==> config.mk <==
export PLATFORM = sky130hd
export DESIGN_NAME = text_console_writer_flat
export DESIGN_NICKNAME = d
export VERILOG_FILES = /design/src/rtl/text_console_writer_if.sv /design/src/rtl/text_console_writer.sv /design/src/flat_wrapper.sv
export SDC_FILE = /design/constraint.sdc
export NUM_CORES = 1
export LEC_CHECK = 0
export ABC_AREA = 1
export CAP_MARGIN = 20
export CORE_UTILIZATION = 35
export DETAILED_ROUTE_END_ITERATION = 7
export GPL_TIMING_DRIVEN = 1
export PLACE_DENSITY_LB_ADDON = 0.2
export REMOVE_ABC_BUFFERS = 1
export SYNTH_ARGS = -nofsm -noshare
export SYNTH_HDL_FRONTEND = slang
export SYNTH_SLANG_ARGS = --single-unit
export TNS_END_PERCENT = 5
==> constraint.sdc <==
create_clock -name clock -period 9.21 [get_ports clock]
set_input_delay 1.3815 -clock clock [delete_from_list [all_inputs] [get_ports clock]]
set_output_delay 1.3815 -clock clock [all_outputs]
set_load 0.005 [all_outputs]
==> src/rtl/text_console_writer_if.sv <==
// Character-stream, screen-RAM and status signals of the text console writer.
// The master modport is the writer side; the slave modport is the host/RAM side.
interface text_console_writer_if;
    logic        charValid;
    logic [7:0]  charData;
    logic [7:0]  charAttr;
    logic        charReady;
    logic        clearReq;
    logic        ramEnable;
    logic [1:0]  ramWriteEnable;
    logic [10:0] ramAddress;
    logic [15:0] ramDataOut;
    logic [15:0] ramDataIn;
    logic [6:0]  cursorCol;
    logic [4:0]  cursorRow;
    logic        busy;

    modport master (
        input  charValid, charData, charAttr, clearReq, ramDataIn,
        output charReady, ramEnable, ramWriteEnable, ramAddress, ramDataOut,
        output cursorCol, cursorRow, busy
    );

    modport slave (
        output charValid, charData, charAttr, clearReq, ramDataIn,
        input  charReady, ramEnable, ramWriteEnable, ramAddress, ramDataOut,
        input  cursorCol, cursorRow, busy
    );
endinterface

==> src/rtl/text_console_writer.sv <==
// Writes a character stream into a word-per-cell screen RAM, handling CR/LF/BS,
// line wrap, scrolling by copying rows upward, and full-screen clear.
module text_console_writer #(
    parameter int unsigned COLUMNS    = 80,
    parameter int unsigned ROWS       = 25,
    parameter logic [7:0]  BLANK_ATTR = 8'h07
) (
    input  logic                  clock,
    input  logic                  reset_n,
    text_console_writer_if.master bus
);

    localparam int unsigned ADDR_W      = 11;
    localparam int unsigned DATA_W      = 16;
    localparam int unsigned COL_W       = 7;
    localparam int unsigned ROW_W       = 5;
    localparam int unsigned SLOT_W      = 12;
    localparam int unsigned COPY_WORDS  = (ROWS - 1) * COLUMNS;
    localparam int unsigned TOTAL_WORDS = ROWS * COLUMNS;

    localparam logic [7:0] CH_BS    = 8'h08;
    localparam logic [7:0] CH_LF    = 8'h0A;
    localparam logic [7:0] CH_CR    = 8'h0D;
    localparam logic [7:0] CH_SPACE = 8'h20;

    localparam logic [DATA_W-1:0] BLANK_WORD = {BLANK_ATTR, CH_SPACE};
    localparam logic [ROW_W-1:0]  ROW_LAST   = ROW_W'(ROWS - 1);

    localparam logic [2:0] S_IDLE      = 3'd0;
    localparam logic [2:0] S_PUT       = 3'd1;
    localparam logic [2:0] S_SCROLL_RD = 3'd2;
    localparam logic [2:0] S_SCROLL_WR = 3'd3;
    localparam logic [2:0] S_BLANK     = 3'd4;
    localparam logic [2:0] S_CLEAR     = 3'd5;

    logic [2:0]        state_q, state_d;
    logic              sub_q, sub_d;
    logic [ADDR_W-1:0] ptr_q, ptr_d;
    logic [COL_W-1:0]  col_q, col_d;
    logic [ROW_W-1:0]  row_q, row_d;
    logic              ram_en_q, ram_en_d;
    logic [1:0]        ram_we_q, ram_we_d;
    logic [ADDR_W-1:0] ram_addr_q, ram_addr_d;
    logic [DATA_W-1:0] ram_data_q, ram_data_d;

    logic              adv_row;
    logic              col_wrap;
    logic              copy_done;
    logic              ptr_last;
    logic [ADDR_W-1:0] cell_addr;
    logic [SLOT_W-1:0] slot_word;
    logic              slot_ok;

    assign cell_addr = ADDR_W'(32'(row_q) * COLUMNS + 32'(col_q));
    assign col_wrap  = (32'(col_q) + 32'd1) == COLUMNS;
    assign copy_done = (32'(ptr_q) + 32'd2) >= COPY_WORDS;
    assign ptr_last  = 32'(ptr_q) == (TOTAL_WORDS - 1);

    // Copy runs as pairs: read i, read i+1, write i, write i+1, so each
    // write's data has been captured from ramDataIn into the output register.
    always_comb begin
        state_d    = state_q;
        sub_d      = sub_q;
        ptr_d      = ptr_q;
        col_d      = col_q;
        row_d      = row_q;
        adv_row    = 1'b0;
        ram_en_d   = 1'b0;
        ram_we_d   = 2'b00;
        ram_addr_d = ram_addr_q;
        ram_data_d = ram_data_q;

        case (state_q)
            S_IDLE: begin
                if (bus.clearReq) begin
                    state_d = S_CLEAR;
                    ptr_d   = '0;
                end else if (bus.charValid) begin
                    case (bus.charData)
                        CH_CR: col_d = '0;
                        CH_LF: begin
                            col_d   = '0;
                            adv_row = 1'b1;
                        end
                        CH_BS: begin
                            if (col_q != '0) col_d = col_q - COL_W'(1);
                        end
                        default: state_d = S_PUT;
                    endcase
                end
            end
            S_PUT: begin
                state_d = S_IDLE;
                if (col_wrap) begin
                    col_d   = '0;
                    adv_row = 1'b1;
                end else begin
                    col_d = col_q + COL_W'(1);
                end
            end
            S_SCROLL_RD: begin
                if (!sub_q) begin
                    sub_d = 1'b1;
                end else begin
                    state_d = S_SCROLL_WR;
                    sub_d   = 1'b0;
                end
            end
            S_SCROLL_WR: begin
                if (!sub_q) begin
                    sub_d = 1'b1;
                end else begin
                    sub_d = 1'b0;
                    if (copy_done) begin
                        state_d = S_BLANK;
                        ptr_d   = ADDR_W'(COPY_WORDS);
                    end else begin
                        state_d = S_SCROLL_RD;
                        ptr_d   = ptr_q + ADDR_W'(2);
                    end
                end
            end
            S_BLANK: begin
                if (ptr_last) state_d = S_IDLE;
                else          ptr_d   = ptr_q + ADDR_W'(1);
            end
            S_CLEAR: begin
                if (ptr_last) begin
                    state_d = S_IDLE;
                    col_d   = '0;
                    row_d   = '0;
                end else begin
                    ptr_d = ptr_q + ADDR_W'(1);
                end
            end
            default: state_d = S_IDLE;
        endcase

        // Advancing past the bottom row keeps the cursor there and scrolls.
        if (adv_row) begin
            if (row_q == ROW_LAST) begin
                state_d = S_SCROLL_RD;
                sub_d   = 1'b0;
                ptr_d   = '0;
            end else begin
                row_d = row_q + ROW_W'(1);
            end
        end

        slot_word = SLOT_W'(ptr_d) + SLOT_W'(sub_d);
        slot_ok   = 32'(slot_word) < COPY_WORDS;

        // RAM port registers carry the access belonging to the next state.
        case (state_d)
            S_PUT: begin
                ram_en_d   = 1'b1;
                ram_we_d   = 2'b11;
                ram_addr_d = cell_addr;
                ram_data_d = {bus.charAttr, bus.charData};
            end
            S_SCROLL_RD: begin
                if (slot_ok) begin
                    ram_en_d   = 1'b1;
                    ram_addr_d = ADDR_W'(32'(slot_word) + COLUMNS);
                end
            end
            S_SCROLL_WR: begin
                if (slot_ok) begin
                    ram_en_d   = 1'b1;
                    ram_we_d   = 2'b11;
                    ram_addr_d = ADDR_W'(slot_word);
                    ram_data_d = bus.ramDataIn;
                end
            end
            S_BLANK, S_CLEAR: begin
                ram_en_d   = 1'b1;
                ram_we_d   = 2'b11;
                ram_addr_d = ptr_d;
                ram_data_d = BLANK_WORD;
            end
            default: ;
        endcase
    end

    always_ff @(posedge clock or negedge reset_n) begin
        if (!reset_n) begin
            state_q    <= S_IDLE;
            sub_q      <= 1'b0;
            ptr_q      <= '0;
            col_q      <= '0;
            row_q      <= '0;
            ram_en_q   <= 1'b0;
            ram_we_q   <= 2'b00;
            ram_addr_q <= '0;
            ram_data_q <= '0;
        end else begin
            state_q    <= state_d;
            sub_q      <= sub_d;
            ptr_q      <= ptr_d;
            col_q      <= col_d;
            row_q      <= row_d;
            ram_en_q   <= ram_en_d;
            ram_we_q   <= ram_we_d;
            ram_addr_q <= ram_addr_d;
            ram_data_q <= ram_data_d;
        end
    end

    assign bus.charReady      = (state_q == S_IDLE) && !bus.clearReq;
    assign bus.busy           = (state_q != S_IDLE);
    assign bus.ramEnable      = ram_en_q;
    assign bus.ramWriteEnable = ram_we_q;
    assign bus.ramAddress     = ram_addr_q;
    assign bus.ramDataOut     = ram_data_q;
    assign bus.cursorCol      = col_q;
    assign bus.cursorRow      = row_q;

endmodule

==> src/flat_wrapper.sv <==
// flat-port wrapper written by rule: the top's interface ports become plain ports
module text_console_writer_flat 
#(
    parameter int unsigned COLUMNS    = 80,
    parameter int unsigned ROWS       = 25,
    parameter logic [7:0]  BLANK_ATTR = 8'h07
)
  (clock, reset_n, bus_charValid, bus_charData, bus_charAttr, bus_clearReq, bus_ramDataIn, bus_charReady, bus_ramEnable, bus_ramWriteEnable, bus_ramAddress, bus_ramDataOut, bus_cursorCol, bus_cursorRow, bus_busy);
  text_console_writer_if bus_i ();
  input  logic clock;
  input  logic reset_n;
  input wire logic [$bits(bus_i.charValid)-1:0] bus_charValid;
  input wire logic [$bits(bus_i.charData)-1:0] bus_charData;
  input wire logic [$bits(bus_i.charAttr)-1:0] bus_charAttr;
  input wire logic [$bits(bus_i.clearReq)-1:0] bus_clearReq;
  input wire logic [$bits(bus_i.ramDataIn)-1:0] bus_ramDataIn;
  output wire logic [$bits(bus_i.charReady)-1:0] bus_charReady;
  output wire logic [$bits(bus_i.ramEnable)-1:0] bus_ramEnable;
  output wire logic [$bits(bus_i.ramWriteEnable)-1:0] bus_ramWriteEnable;
  output wire logic [$bits(bus_i.ramAddress)-1:0] bus_ramAddress;
  output wire logic [$bits(bus_i.ramDataOut)-1:0] bus_ramDataOut;
  output wire logic [$bits(bus_i.cursorCol)-1:0] bus_cursorCol;
  output wire logic [$bits(bus_i.cursorRow)-1:0] bus_cursorRow;
  output wire logic [$bits(bus_i.busy)-1:0] bus_busy;
  assign bus_i.charValid = bus_charValid;
  assign bus_i.charData = bus_charData;
  assign bus_i.charAttr = bus_charAttr;
  assign bus_i.clearReq = bus_clearReq;
  assign bus_i.ramDataIn = bus_ramDataIn;
  assign bus_charReady = bus_i.charReady;
  assign bus_ramEnable = bus_i.ramEnable;
  assign bus_ramWriteEnable = bus_i.ramWriteEnable;
  assign bus_ramAddress = bus_i.ramAddress;
  assign bus_ramDataOut = bus_i.ramDataOut;
  assign bus_cursorCol = bus_i.cursorCol;
  assign bus_cursorRow = bus_i.cursorRow;
  assign bus_busy = bus_i.busy;
  text_console_writer #(.COLUMNS(COLUMNS), .ROWS(ROWS), .BLANK_ATTR(BLANK_ATTR)) u_core (.clock(clock), .reset_n(reset_n), .bus(bus_i));
endmodule
After elaboration in Yosys (flattened, before gate mapping)
Index checks and enable logic that the tools add are counted.
Storage, ports and cells
  register bits: 57
  bits in latches: 0
  RAM bits: 0
  bits in read-only memories: 0
  bits of input ports: 36
  output and inout port bits: 44
  logic and storage cells: 109
  memories: 0
Operators by class
  $add $sub $neg: 10
  multiply operators: 1
  divide/modulo/power cells: 0
  $lt $le $gt $ge: 2
  equality and inequality tests: 23
  shifts and indexed selects: 0
  muxes and demuxes: 46
  bitwise logic cells: 0
  reduce and logical (&&, ||, !) cells: 18
Operators by type and width (count)
  $mux W11: 8
  $pmux W16 S3: 1
  $pmux W11 S4: 1
  $mux W7: 5
  $pmux W11 S3: 1
  $eq A32 B7 Y1 const B: 1
  $ge A32 B11 Y1 const B: 1
  $mux W3: 9
  $eq A8 B4 Y1 const B: 3
  $pmux W7 S3: 1
  $mux W5: 4
  $mux W16: 1
  $pmux W7 S2: 1
  $add A11 B1 Y12: 1
  $add A11 B2 Y12 const B: 1
  $eq A3 B2 Y1 const B: 4
  $eq A3 B3 Y1 const B: 4
  $lt A12 B11 Y1 const B: 1
  $pmux W3 S4: 1
  $add A11 B1 Y11 const B: 1
  $add A11 B2 Y11 const B: 1
  $add A11 B7 Y11: 1
  $add A11 B7 Y11 const B: 1
  $eq A11 B11 Y1 const B: 1
  26 further kinds: 46

Depth between registers and ports, before layout
  depth in word-level cells: 12
  gate-level depth with buffers: 32
  mapped depth without buffers: 32

Worst setup path after synthesis
Ideal clock, no wire load.
  kind: input port to flip-flop
  from: input bus_clearReq
  to: register u_core.ram_addr_q[10], in the netlist u_core.bus.ramAddress[10]
  library setup time: 0.116 ns
  arrival: 3.692 ns
  required time: 9.094 ns
  slack: 5.402 ns
  cell stages on the path: 22
  buffers on the path: 0
  path through: nor2_2 > nor2_1 > o21ai_0 > nor2_1 > a21oi_1 > inv_1 > nor2_1 > ha_1 > ha_1 > nand3_1 > nor2_1 > xor2_1 > ha_1 > inv_1 > nand2_1 > nand2_1 > nor2_1 > nor2_1 > nand2_1 > nand2_1 > nand2_1 > nand2_1
Between the ends
  word-level cells in the longest chain between the ends: 8
  elaborated cells between the ends (all ways): 27
  those cells by class: add/sub: 2; order compare: 1; eq/ne: 7; mux: 14; reduce/logical: 3
RTL lines
  start: declaration: line flat_wrapper.sv:15  | input wire logic [$bits(bus_i.clearReq)-1:0] bus_clearReq;
  $mux W11: line text_console_writer.sv:75  | if (bus.clearReq) begin
  $pmux W11 S3: line text_console_writer.sv:73  | case (state_q)
  $mux W11: line text_console_writer.sv:141  | if (row_q == ROW_LAST) begin
  $mux W11 *: line text_console_writer.sv:140  | if (adv_row) begin
  via u_core.ptr_d[0]: line text_console_writer.sv:38  | logic [ADDR_W-1:0] ptr_q, ptr_d;
  $add A11 B1 Y12 *: line text_console_writer.sv:150  | slot_word = SLOT_W'(ptr_d) + SLOT_W'(sub_d);
  $add A11 B7 Y11 / $lt A12 B11 Y1 (equally long branches): line text_console_writer.sv:164, text_console_writer.sv:151
  $mux W11 / $ne A2 B1 Y1 (equally long branches)
  $pmux W11 S4 / $reduce_and A3 Y1 (equally long branches)
  end signal: assignment: line text_console_writer.sv:204  | ram_addr_q <= ram_addr_d;
  end: declaration: line text_console_writer.sv:43  | logic [ADDR_W-1:0] ram_addr_q, ram_addr_d;
Mark *: on every way through the listed nets, which the timed path passes. The rest lies on a longest branch. The select of a mux whose other input is x is not followed.
A chain may end at the register's enable or synchronous reset.

Final worst setup path
  from: input bus_charData[4]
  to: register u_core.ram_data_q[7], in the netlist u_core.bus.ramDataOut[7]
Between the ends
  elaborated cells between the ends (all ways): 27
  those cells by class: add/sub: 1; order compare: 1; eq/ne: 8; mux: 13; reduce/logical: 4
RTL lines
  start: declaration: line flat_wrapper.sv:13  | input wire logic [$bits(bus_i.charData)-1:0] bus_charData;
  $eq A8 B4 Y1: line text_console_writer.sv:79  | case (bus.charData)
  $mux W1: line text_console_writer.sv:79
  $mux W1: line text_console_writer.sv:78  | end else if (bus.charValid) begin
  $mux W1: line text_console_writer.sv:75
  $pmux W1 S2: line text_console_writer.sv:73
  $mux W11: line text_console_writer.sv:140
  via u_core.ptr_d[0]: line text_console_writer.sv:38
  $add A11 B1 Y12: line text_console_writer.sv:150
  $lt A12 B11 Y1: line text_console_writer.sv:151  | slot_ok = 32'(slot_word) < COPY_WORDS;
  $ne A2 B1 Y1 (no source line)
  $reduce_and A2 Y1 (no source line)
  end signal: assignment: line text_console_writer.sv:205  | ram_data_q <= ram_data_d;
  end: declaration: line text_console_writer.sv:44  | logic [DATA_W-1:0] ram_data_q, ram_data_d;
The timed path passes the listed nets, and every way through them passes these cells.

==> key figures <==
Run status
  – Status: completed

Hold path
  – Worst Hold Class: reg2reg

Power and ir drop
  – Combinational share of power: 9.8%
  – Pwr dens: 89.5 nW/um^2
  – Sw Ratio: 24.8%
  – NetSw: 124 uW
  – Cell leakage power: 0.00261 uW
  – Clock share of power: 39.7%
  – Max VDD drop: 0.0000663 V
  – Reg power frac: 50.5%
  – Cell internal pwr: 376 uW

Timing
  – Final worst slack: 4.49 ns
  – Slew Limit Fails: 0
  – Endpoints failing setup: 0
  – Final worst path period share: 51.2%
  – F_max: 212 MHz
  – Final TNS setup: 0 ns
  – RSZ-0062 raised after global routing: false
  – Max transition margin: 37.0%
  – Min Tclk post-route: 4.72 ns
  – Final hold vios: 0
  – Slew @ Worst Pin: 0.942 ns
  – Clk_skew: 0.00686 ns
  – Final hold slack: 0.475 ns

Clocking
  – CTS buffer count: 5
  – CTS Buffer Depth: 2
  – PostCTS Resize Cnt: 0
  – Setup Buffers After CTS: 0
  – Post-CTS Hold Buffers: 0
  – H-tree Lvls: 2
  – TritonCTS Sinks: 56
  – Clk_lat worst skew: 0.30 ns
  – Clk slew on worst S/H paths: 0.08 ns
  – Clk root buf: clkbuf_16
  – TritonCTS clock tree: yes

Worst setup path
  – Slowest cell on crit path: clkdlybuf4s50_1
  – WP data arrival: 4.95 ns
  – Worst Setup Path Type: in2reg
  – CP endpoint kind: register
  – CP delay by family, top: simple AND/OR/NAND/NOR gates
  – Worst Path Buf+Inv: 3
  – Sequence of cells on the critical path: clkdlybuf4s50_1 > nor2_1 > nand3_1 > nor2_1 > nand3_1 > nand2_1 > nand2_2 > inv_2 > nor2_1 > ha_1 > ha_1 > nand3_1 > nor2_1 > nand2_1 > nand2_1 > nand2_1 > nor2_2 > nand3_2 > nand3_1 > nand2_2 > inv_2 > nand2_1 > nand2_1
  – Req. time, crit path: 9.45 ns
  – Nature of the critical path startpoint: primary input
  – Crit-path most repeated cell: nand2_1
  – CP max stage delay: 0.48 ns
  – Critical Path Fanout Max: 20

Logic synthesis
  – Post-Syn Instances: 663
  – Sequential fraction of the synthesis area: 31.0%
  – Yosys cell types: 40
  – Flops & latches, synth: 56
  – YS warnings: 0
  – Mean Syn Cell Area: 6.81 sq um
  – Synthesized cell area: 4520 sq um

Cells and area
  – Post-route cell area: 5580 sq um
  – Diodes inserted: 0
  – Share of cells above drive strength 1: 5.84%
  – Area delta synth->final: 23.5%
  – Most frequent cells in the layout: nand2_1, inv_1, clkdlybuf4s50_1
  – Layout fillers: 1319
  – Commonest non-fill, non-tap cell in the layout: nand2_1
  – Layout Nets: 793

Drt
  – Via-to-Cell Ratio: 5.12
  – Post-route ant nets: 0
  – Drt first-iter violations: 223
  – # DRC: 0
  – First-pass DRT Iterations: 5
  – Wire per inst: 14.6 um
  – DR vias: 4647
  – Routed WL: 13.3 mm

Place
  – Port Buf Inserts: 79
  – Post-Place Cell Area: 5430 sq um
  – Dpl hpwl: 10.4 mm
  – Placer Congestion: 0.908
  – DP Worst Slack: 4.20 ns

Die
  – Site Rows: 41
  – Die Span X: 116 um
  – Starting Density: 35.8%
  – Die area: 13400 sq um
  – Placeable core area: 12600 sq um
  – Die Span Y: 116 um
  – Ports: 80

GRT
  – GRT Residual Overflow: 0
  – Largest net degree at the start of global routing: 57
  – Total GRT Usage: 20.8%
  – Vias in the first global route: 4396
  – Initial antenna violation count: 0
  – First-pass GRT wire length: 21.8 mm

Job
  – Max-cap violations: 0
[worst paths after layout]
kind | startpoint | endpoint | slack [ns] | cells after the start
setup / recovery | bus_charData[4] | u_core.bus.ramDataOut[7] | 4.49 | 23
hold / removal | u_core.bus.ramDataOut[13] | u_core.bus.ramDataOut[13] | 0.47 | 2
setup reg to reg | u_core.ptr_q[1] | u_core.bus.ramDataOut[7] | 4.72 | 25
hold reg to reg | u_core.bus.ramDataOut[13] | u_core.bus.ramDataOut[13] | 0.47 | 2
max in group asynchronous | reset_n | u_core.bus.cursorCol[3] | 7.52 | 2
min in group asynchronous | reset_n | u_core.bus.ramDataOut[10] | 1.21 | 2
[cell families (layout without fill, tap and decap cells)]
group	after synthesis	in the layout	share of synthesized area, %
buffers and inverters	100	173	9.28
xor gates and xnor gates	23	23	4.87
DFF	56	56	31.0
and+or+nand+nor	352	352	34.2
adders and majority gates	22	22	6.42
AOI/OAI and AO/OA	110	110	14.2
[cell usage after synthesis, drive strengths merged]
cell type | n | share of area (%)
fa | 2 | 0.89
o211ai | 6 | 1.0
a22o | 7 | 1.4
o21bai | 2 | 0.33
a31oi | 3 | 0.42
a21oi | 27 | 3.0
o22ai | 7 | 0.97
nor3 | 7 | 0.78
buf | 10 | 1.7
dfrtp | 56 | 31
clkinv | 1 | 0.083
nand3 | 59 | 7.2
ha | 20 | 5.5
o21ai | 49 | 5.5
xnor2 | 4 | 0.78
xor2 | 19 | 4.1
nand3b | 1 | 0.17
o2111ai | 2 | 0.39
clkbuf | 5 | 0.42
a22oi | 2 | 0.33
o32ai | 1 | 0.19
o221ai | 2 | 0.39
nand4 | 10 | 1.4
inv | 84 | 7.0
nor2 | 62 | 6.1
nor4 | 2 | 0.28
nand2 | 211 | 18
o21a | 2 | 0.33
[layout make-up]
cell class / count / area (sq um) / share of cell area, %
sequential: 56 / 1400 / 25.1
multi-input combinational: 507 / 2700 / 48.3
clock buffer: 5 / 125 / 2.24
clock inverter: 3 / 27.5 / 0.493
inverter: 85 / 322 / 5.76
timing repair buffer: 80 / 793 / 14.2
tap: 172 / 215 / 3.86
[tightest hold or removal path, stage by stage (launching register included)]
cell,delay (ns)
dfrtp_1,0.35
nand2_1,0.05
nand2_1,0.05
[sequential cells by signal, indices dropped and copies added, names as in the netlist]
register,flops
u_core.bus.ramDataOut,16
u_core.bus.cursorCol,7
u_core.sub_q,1
u_core.state_q,3
u_core.bus.ramWriteEnable,1
u_core.bus.ramEnable,1
u_core.ptr_q,11
u_core.bus.cursorRow,5
u_core.bus.ramAddress,11
[layer usage]
metal  vias to the layer above  global-route usage [%]  wire length (um)  share of wire [%]
met3                        20                    3.40               743                5.6
met4                         0                    6.58               235                1.8
met1                      2193                    27.8              5970                 45
met2                       126                    34.4              6340                 48
li1                       2308                       -                 -                  -
met5                         -                       0                 0                  0
[through the flow]
stage	instances	util (%)	power, uW
2_1_floorplan	648	-	275
3_3_place_gp	900	43.0	306
3_5_place_dp	900	43.0	306
4_1_cts	908	44.2	507
5_1_grt	908	44.2	523
6_report	908	44.2	500
[power by group through the flow]
stage	clock (uW)	combinational (uW)	sequential (uW)
2_1_floorplan	0	18.9	256
3_3_place_gp	0	48.4	257
3_5_place_dp	0	48.7	257
4_1_cts	206	48.9	252
5_1_grt	216	55.1	253
6_report	199	48.8	252
No activity file was read; power rests on OpenSTA's default activity.
